### config.mk
export PLATFORM = sky130hd
export DESIGN_NAME = shift_add_mult32_flat
export DESIGN_NICKNAME = d
export VERILOG_FILES = /design/src/rtl/mult_pkg.sv /design/src/rtl/shift_add_mult32_if.sv /design/src/rtl/shift_add_mult32_rca.sv /design/src/rtl/shift_add_mult32.sv /design/src/flat_wrapper.sv
export SDC_FILE = /design/constraint.sdc
export NUM_CORES = 1
export LEC_CHECK = 0
export ABC_CLOCK_PERIOD_IN_PS = 23800
export BUFFER_PORTS_ARGS = -buffer_cell sky130_fd_sc_hd__clkbuf_2
export CAP_MARGIN = 5
export CELL_PAD_IN_SITES_DETAIL_PLACEMENT = 1
export CELL_PAD_IN_SITES_GLOBAL_PLACEMENT = 2
export CORE_MARGIN = 2
export CORE_UTILIZATION = 30
export DETAILED_ROUTE_END_ITERATION = 8
export PLACE_DENSITY = 0.67
export SLEW_MARGIN = 30
export SYNTH_ARGS = -nofsm -noshare
export SYNTH_HDL_FRONTEND = slang
export SYNTH_SLANG_ARGS = --single-unit
### constraint.sdc
create_clock -name clk -period 23.8 [get_ports clk]
set_clock_uncertainty 0.05 [all_clocks]
set_input_delay 3.57 -clock clk [delete_from_list [all_inputs] [get_ports clk]]
set_output_delay 3.57 -clock clk [all_outputs]
set_load 0.01 [all_outputs]
### src/rtl/mult_pkg.sv
// Shared types and constants for the shift-and-add multiplier.
package mult_pkg;

    localparam int WIDTH = 32;
    localparam int CNT_W = $clog2(WIDTH);

    typedef enum logic [1:0] {
        IDLE = 2'd0,
        BUSY = 2'd1,
        DONE = 2'd2
    } state_t;

endpackage

### src/rtl/shift_add_mult32_if.sv
// Operand/result handshake bundle between a source, the multiplier and a sink.
interface shift_add_mult32_if;
    import mult_pkg::*;

    logic                 in_valid;
    logic                 in_ready;
    logic [WIDTH-1:0]     a;
    logic [WIDTH-1:0]     b;
    logic                 out_valid;
    logic                 out_ready;
    logic [2*WIDTH-1:0]   product;

    // The multiplier consumes operands and produces the product.
    modport slave (
        input  in_valid, a, b, out_ready,
        output in_ready, out_valid, product
    );

    // The surrounding datapath supplies operands and takes the product.
    modport master (
        output in_valid, a, b, out_ready,
        input  in_ready, out_valid, product
    );
endinterface

### src/rtl/shift_add_mult32_rca.sv
// Plain ripple-carry adder; the carry walks bit by bit from cin to cout.
module ripple_carry_adder #(
    parameter int N = 32
) (
    input  logic [N-1:0] a,
    input  logic [N-1:0] b,
    input  logic         cin,
    output logic [N-1:0] sum,
    output logic         cout
);
    logic [N:0] carry;

    assign carry[0] = cin;

    // One full adder per bit, chained through carry.
    for (genvar i = 0; i < N; i++) begin : g_fa
        assign sum[i]     = a[i] ^ b[i] ^ carry[i];
        assign carry[i+1] = (a[i] & b[i]) | (carry[i] & (a[i] ^ b[i]));
    end

    assign cout = carry[N];
endmodule

### src/rtl/shift_add_mult32.sv
// Sequential unsigned multiplier: one adder pass per multiplier bit,
// accumulating into {acc_hi, acc_lo} and shifting right each cycle.
module shift_add_mult32
    import mult_pkg::*;
#(
    parameter int WIDTH_P = WIDTH
) (
    input  logic                 clk,
    input  logic                 rst_n,
    shift_add_mult32_if.slave    bus
);
    localparam int ADDER_W = 32;

    // The adder is a fixed 32-bit unit, so the operand width must match it.
    if (WIDTH_P != ADDER_W || WIDTH != ADDER_W) begin : g_width_check
        $error("shift_add_mult32: operand width must equal adder width (32)");
    end

    state_t               state;
    logic [WIDTH-1:0]     mcand;
    logic [WIDTH-1:0]     acc_hi;
    logic [WIDTH-1:0]     acc_lo;
    logic [CNT_W-1:0]     cnt;
    logic [2*WIDTH-1:0]   product_q;
    logic                 in_ready_q;
    logic                 out_valid_q;

    logic [WIDTH-1:0]     add_b;
    logic [WIDTH-1:0]     add_sum;
    logic                 add_cout;
    logic [2*WIDTH-1:0]   next_acc;

    // Add the multiplicand only when the current multiplier bit is set.
    assign add_b = acc_lo[0] ? mcand : '0;

    ripple_carry_adder #(.N(ADDER_W)) rca32 (
        .a    (acc_hi),
        .b    (add_b),
        .cin  (1'b0),
        .sum  (add_sum),
        .cout (add_cout)
    );

    // The carry-out becomes the new MSB so no product bit is ever lost.
    assign next_acc = {add_cout, add_sum, acc_lo[WIDTH-1:1]};

    // Control FSM plus datapath registers; handshake outputs are registered.
    always_ff @(posedge clk or negedge rst_n) begin
        if (!rst_n) begin
            state       <= IDLE;
            mcand       <= '0;
            acc_hi      <= '0;
            acc_lo      <= '0;
            cnt         <= '0;
            product_q   <= '0;
            in_ready_q  <= 1'b1;
            out_valid_q <= 1'b0;
        end else begin
            case (state)
                IDLE: begin
                    if (bus.in_valid) begin
                        mcand      <= bus.a;
                        acc_hi     <= '0;
                        acc_lo     <= bus.b;
                        cnt        <= '0;
                        in_ready_q <= 1'b0;
                        state      <= BUSY;
                    end
                end
                BUSY: begin
                    {acc_hi, acc_lo} <= next_acc;
                    cnt              <= cnt + 1'b1;
                    if (cnt == CNT_W'(WIDTH - 1)) begin
                        product_q   <= next_acc;
                        out_valid_q <= 1'b1;
                        state       <= DONE;
                    end
                end
                DONE: begin
                    if (bus.out_ready) begin
                        out_valid_q <= 1'b0;
                        in_ready_q  <= 1'b1;
                        state       <= IDLE;
                    end
                end
                default: begin
                    out_valid_q <= 1'b0;
                    in_ready_q  <= 1'b1;
                    state       <= IDLE;
                end
            endcase
        end
    end

    assign bus.in_ready  = in_ready_q;
    assign bus.out_valid = out_valid_q;
    assign bus.product   = product_q;
endmodule
### src/flat_wrapper.sv
// flat-port wrapper written by rule: the top's interface ports become plain ports
module shift_add_mult32_flat import mult_pkg::*;
#(
    parameter int WIDTH_P = WIDTH
)
  (clk, rst_n, bus_in_valid, bus_a, bus_b, bus_out_ready, bus_in_ready, bus_out_valid, bus_product);
  shift_add_mult32_if bus_i ();
  input  logic clk;
  input  logic rst_n;
  input wire logic [$bits(bus_i.in_valid)-1:0] bus_in_valid;
  input wire logic [$bits(bus_i.a)-1:0] bus_a;
  input wire logic [$bits(bus_i.b)-1:0] bus_b;
  input wire logic [$bits(bus_i.out_ready)-1:0] bus_out_ready;
  output wire logic [$bits(bus_i.in_ready)-1:0] bus_in_ready;
  output wire logic [$bits(bus_i.out_valid)-1:0] bus_out_valid;
  output wire logic [$bits(bus_i.product)-1:0] bus_product;
  assign bus_i.in_valid = bus_in_valid;
  assign bus_i.a = bus_a;
  assign bus_i.b = bus_b;
  assign bus_i.out_ready = bus_out_ready;
  assign bus_in_ready = bus_i.in_ready;
  assign bus_out_valid = bus_i.out_valid;
  assign bus_product = bus_i.product;
  shift_add_mult32 #(.WIDTH_P(WIDTH_P)) u_core (.clk(clk), .rst_n(rst_n), .bus(bus_i));
endmodule
### After elaboration in Yosys (flattened, before gate mapping)

Index checks and enable logic that the tools add are counted.

| operators by class | value |
|---|---|
| add/sub/neg operators | 1 |
| eq/ne operators | 6 |
| multiplexer cells | 17 |
| bitwise operators | 159 |
| reduce and logical (&&, ||, !) cells | 8 |

Operators by type and width:

| cell | number |
|---|---|
| $pmux 32 s2 | 2 |
| $mux 32 | 3 |
| $and 1x1->1 | 63 |
| $xor 1x1->1 | 63 |
| $or 1x1->1 | 31 |
| $pmux 5 s2 | 1 |
| $reduce_and 3->1 | 3 |
| $mux 2 | 3 |
| $pmux 1 s3 | 2 |
| $pmux 2 s3 | 1 |
| $reduce_and 2->1 | 3 |
| $add 5x1->5 const B | 1 |
| $eq 5x5->1 const B | 1 |
| $mux 5 | 1 |
| $mux 1 | 4 |
| $ne 2x2->1 const B | 2 |
| $eq 2x1->1 const B | 1 |
| $eq 2x2->1 const B | 1 |
| $logic_not 2->1 | 1 |
| $ne 2x1->1 const B | 1 |
| $not 1->1 | 2 |
| $reduce_bool 2->1 | 1 |

| storage, ports and cells | value |
|---|---|
| register bits after elaboration | 169 |
| bits of input ports | 68 |
| output and inout port bits | 66 |
| word-level logic and storage cells | 199 |

### Logic depth before layout (Yosys ltp)

| depth | value |
|---|---|
| depth in word-level cells | 65 |
| gate-level depth with buffers | 36 |

### Modules after synthesis

A second synthesis with hierarchy kept.

| second synthesis, totals | value |
|---|---|
| cells, all modules | 530 |
| area, all modules | 7666.1 µm² |

By module, submodules not included:

| module | times used | cells an instance | area an instance (µm²) |
|---|---|---|---|
| shift_add_mult32 | 1 | 488 | 6988.0 |
| ripple_carry_adder | 1 | 42 | 678.2 |

### Worst setup path after synthesis

Ideal clock, no wire load.

| timing path | value |
|---|---|
| path type | register to register |
| start | register u_core.acc_lo[0] |
| end | register u_core.acc_hi[30] |
| setup time | 133 ps |
| data arrival time | 14059 ps |
| data required time | 23617 ps |
| setup slack | 9559 ps |
| cell stages (with the launch flop) | 36 |
| buffers on the path | 2 |
| period minus slack after synthesis | 14241 ps |
| cell sequence | dfrtp_1 clkbuf_1 clkbuf_1 nand2_1 fa_1 fa_1 fa_1 fa_1 fa_1 fa_1 fa_1 fa_1 fa_1 fa_1 fa_1 fa_1 fa_1 fa_1 fa_1 fa_1 fa_1 fa_1 fa_1 fa_1 fa_1 fa_1 fa_1 fa_1 fa_1 fa_1 fa_1 fa_1 fa_1 fa_1 fa_1 o22ai_1 |

| on the way | value |
|---|---|
| cells in the longest elaborated chain, start to end | 64 |
| elaborated cells on any way between the ends | 125 |
| classes of those cells | 2 x mux; 123 x bitwise |

Ends and longest elaborated chain:

| element | RTL line | text |
|---|---|---|
| start: declaration | shift_add_mult32.sv:22 | `logic [WIDTH-1:0] acc_lo;` |
| start signal: assignment | shift_add_mult32.sv:64 | `acc_lo <= bus.b;` |
| start signal: assignment | shift_add_mult32.sv:71 | `{acc_hi, acc_lo} <= next_acc;` |
| $mux 32 * | shift_add_mult32.sv:34 | `assign add_b = acc_lo[0] ? mcand : '0;` |
| $and 1x1->1 or $xor 1x1->1 (tied branches) | shift_add_mult32_rca.sv:18 | `assign carry[i+1] = (a[i] & b[i]) \| (carry[i] & (a[i] ^ b[i]));` |
| $and 1x1->1 | shift_add_mult32_rca.sv:18 |  |
| $or 1x1->1 | shift_add_mult32_rca.sv:18 |  |
| $and 1x1->1 | shift_add_mult32_rca.sv:18 |  |
| $or 1x1->1 | shift_add_mult32_rca.sv:18 |  |
| $and 1x1->1 | shift_add_mult32_rca.sv:18 |  |
| $or 1x1->1 | shift_add_mult32_rca.sv:18 |  |
| [48 not listed] | -- |  |
| $and 1x1->1 | shift_add_mult32_rca.sv:18 |  |
| $or 1x1->1 | shift_add_mult32_rca.sv:18 |  |
| $and 1x1->1 | shift_add_mult32_rca.sv:18 |  |
| $or 1x1->1 | shift_add_mult32_rca.sv:18 |  |
| $and 1x1->1 | shift_add_mult32_rca.sv:18 |  |
| $or 1x1->1 | shift_add_mult32_rca.sv:18 |  |
| $xor 1x1->1 * | shift_add_mult32_rca.sv:17 | `assign sum[i] = a[i] ^ b[i] ^ carry[i];` |
| $pmux 32 s2 * | shift_add_mult32.sv:59 | `case (state)` |
| end signal: assignment | shift_add_mult32.sv:71 |  |
| end: declaration | shift_add_mult32.sv:21 | `logic [WIDTH-1:0] acc_hi;` |

Mark *: on every way between the ends. The rest lies on a longest branch, timed or not.
A chain may end at the register's enable or synchronous reset.

### Worst setup path after layout

Same ends and word-level chain as after synthesis.

==> flow_metrics.py <==
metrics = {
    "synth": {
        "synth_fp_nets": 733,
        "yosysUniqueCellTypes": 34,
        "synth-async-reset-ratio_pct": 100.0,
        "synth_cells": 631,
        "synth.top_cells.by_count": "168 x dfrtp_1, 133 x nand2_1, 66 x o21ai_0, 49 x mux2_2, 33 x inv_1",
        "ys_seq_elements": 169,
        "synth-edff-count": 0,
        "syn-cell-area_mm2": 0.007508,
        "avgSynthCellArea_um2": 11.90,
        "synthTopCellsByArea": "dfrtp_1 56%, fa_1 8.3%, mux2_2 7.3%, nand2_1 6.6%, o21ai_0 4.4%",
        "synth_top_area_share_pct": 55.99,
        "ys_seq_area_share_pct": 56.34,
        "synth-main-ff-cell": "dfrtp_1",
        "synth_top_cell_by_area": "dfrtp_1",
        "yosysWarnings": 0,
        "yosysMostFrequentCell": "dfrtp_1",
    },
    "clock_tree": {
        "clk_path_buf_depth": 2,
        "cts.sinks": 169,
        "tritoncts": "yes",
        "clk_latency_ns": 0.42,
        "cts-root-buf": "clkbuf_16",
        "hold_buffers": 0,
        "cts_resized": 0,
        "htree_levels": 4,
        "clkTransAtPathRegs_ns": 0.07,
        "cts_setup_buffers": 0,
        "numCtsBuffers": 17,
    },
    "global_routing": {
        "grt_remaining_overflow": 0,
        "grt_max_degree": 99,
        "antenna_found_initial": 0,
        "grt_pass1_wl_um": 30820,
        "first_global_vias": 5752,
        "track_usage_pct": 14.90,
    },
    "die": {
        "die_area_mm2": 0.02631,
        "io_pins": 134,
        "start_util_pct": 30.69,
        "rows": 57,
        "die_h_um": 162.2,
        "core_mm2": 0.02446,
        "die_w_um": 162.2,
    },
    "setup_path": {
        "critPathMostFrequentCell": "fa_1",
        "cpPeakStageDelay_ns": 0.57,
        "ff2ff_setup_slack_ns": 8.96,
        "end_kind": "flip-flop",
        "path_max_fanout": 11,
        "rr_startpoint": "u_core.acc_lo[0]$_DFFE_PN0P_",
        "criticalPathCategory": "flip-flop to flip-flop",
        "crit_path_end": "u_core.acc_hi[30]$_DFFE_PN0P_",
        "reg2reg_depth": 35,
        "cp.arrival_ns": 15.04,
        "reg2reg_to": "u_core.acc_hi[30]$_DFFE_PN0P_",
        "crit_required_ns": 24.00,
        "worst_path_max_delay_cell": "dfrtp_1",
        "crit_path_start": "u_core.acc_lo[0]$_DFFE_PN0P_",
        "worst_setup_path_start_kind": "flip-flop",
    },
    "cells_and_area": {
        "ff_latch_area_mm2": 0.004230,
        "layoutNonFillerInstCount": 1084,
        "num-fill-cells": 2695,
        "diodes": 0,
        "nNetsFinal": 849,
        "drive_gt1_share_pct": 31.32,
        "area_delta_synth_final_pct": 19.20,
        "multi_input_area_mm2": 0.002870,
    },
    "detailed_routing": {
        "antenna_left": 0,
        "vias": 5103,
        "drt-initial-drc-count": 208,
        "firstDrtPassIters": 4,
        "drt-total-wl_um": 18430,
        "via_per_inst": 4.708,
        "drc": 0,
        "wl_per_cell_um": 17.00,
    },
    "pwr": {
        "intPower_mw": 0.7645,
        "switching_share_pct": 35.23,
        "switching_power_mw": 0.4158,
        "pwr-share-clk_pct": 23.1,
        "total_power_mw": 1.180,
        "power_frac_seq_pct": 41.5,
        "comb_power_share_pct": 35.4,
        "irDropWorstVdd_mv": 0.05080,
        "p_leak_nw": 4.107,
        "p_per_area_mw_per_mm2": 131.9,
    },
    "timing": {
        "timing.fmax_ghz": 0.06737,
        "maxSlewViolCount": 0,
        "period_needed_ns": 14.84,
        "hold_viol_final": 0,
        "rsz0062_at_grt": "no",
        "min_period_over_period_pct": 62.36,
        "worst_hold_slack_ns": 0.4321,
        "worst_slew_pin_slew_ns": 0.8873,
        "setup_viol": 0,
        "relSlewSlack_pct": 40.85,
        "finalSetupTns_ns": 0,
    },
    "flow_run": {
        "drv_cap": 0,
    },
    "min_path": {
        "hold_path.class": "flip-flop to flip-flop",
    },
    "run_status": {
        "status": "complete, no violations",
    },
    "place": {
        "hpwl_um": 12180,
        "gp_congestion": 0.7188,
        "placement.io_buffers": 133,
        "dp_cells": 1052,
    },
}
layer usage:
metal / share of wire, % / global-route usage (%) / vias up / wire (µm)
li1: - / - / 2370 / -
met1: 46 / 19.45 / 2642 / 8416
met2: 50 / 25.55 / 77 / 9302
met3: 2.6 / 2.426 / 14 / 480
met4: 1.2 / 4.465 / 0 / 227
met5: 0 / 0 / - / 0
final cells by class:
type	count	area share, %
well taps	324	4.530
repair buffers	142	8.332
clock inverters	12	1.314
multi-input cells	384	32.07
inverters	33	1.384
clock buffers	20	5.103
flip-flops and latches	169	47.27
worst min-delay path by stage:
stage	start	end	slack, ns	cells after the start
after floorplan	u_core.cnt[3]$_DFFE_PN0P_	u_core.cnt[3]$_DFFE_PN0P_	0.39	1
after global placement	u_core.cnt[3]$_DFFE_PN0P_	u_core.cnt[3]$_DFFE_PN0P_	0.41	1
after detailed placement	u_core.mcand[31]$_DFFE_PN0P_	u_core.mcand[31]$_DFFE_PN0P_	0.43	1
after CTS	u_core.mcand[31]$_DFFE_PN0P_	u_core.mcand[31]$_DFFE_PN0P_	0.44	1
after global routing	u_core.bus.product[32]$_DFFE_PN0P_	u_core.bus.product[32]$_DFFE_PN0P_	0.46	2
final	u_core.bus.product[51]$_DFFE_PN0P_	u_core.bus.product[51]$_DFFE_PN0P_	0.43	2
registers in the layout, indices dropped and copies added (netlist names):
register	cells
u_core.bus.product	64
u_core.acc_hi	32
u_core.acc_lo	32
u_core.mcand	32
u_core.cnt	5
u_core.state	2
u_core.bus.in_ready	1
u_core.bus.out_valid	1
cells in the final DEF, fill, tap and decap left out, drive strengths merged, types with 2 or more instances in the layout:
master    instances
o21ai            68
clkbuf          153
a21oi             2
ha                3
a22oi            32
nor3b             2
mux2             64
fa               31
dfrtp           168
nor2              2
clkinv            4
o21bai            3
inv              36
clkinvlp          4
o22ai            32
nand2           133
nand2b            2
buf               9
stage by stage:
stage / area [µm²] / utilization [%] / worst slack (ns)
2_1_floorplan: 7508 / - / 9.559
3_3_place_gp: 8369 / 34.21 / 9.065
3_5_place_dp: 8369 / 34.21 / 8.943
4_1_cts: 8944 / 36.56 / 8.732
5_1_grt: 8950 / 36.59 / 8.358
6_report: 8950 / 36.59 / 8.957
critical path: cells and delay by family, from the launching register on:
kind,cells,cell delay [ns]
flip-flops,1,0.57
AO/OA/AOI/OAI,1,0.09
buffers and inverters,1,0.05
adder cells (fa/ha/maj),32,13.71
AND/OR/NAND/NOR,1,0.19
logic make-up (layout without fill, tap and decap cells):
group / count (synthesis) / after routing / share of synthesized area, %
simple gates: 145 / 145 / 7.849
buf+inv: 78 / 207 / 5.616
compound gates: 140 / 140 / 11.20
fa+ha+maj: 34 / 34 / 8.765
flops: 169 / 169 / 56.34
mux: 65 / 65 / 10.23
power by group through the flow:
stage / logic [mW] / registers, mW / clock network [mW]
finish: 0.418 / 0.490 / 0.272
global route: 0.478 / 0.510 / 0.294
CTS: 0.434 / 0.492 / 0.283
detailed placement: 0.427 / 0.497 / 0
global placement: 0.410 / 0.489 / 0
floorplan: 0.276 / 0.489 / 0
(Power assumes the default switching activity.)
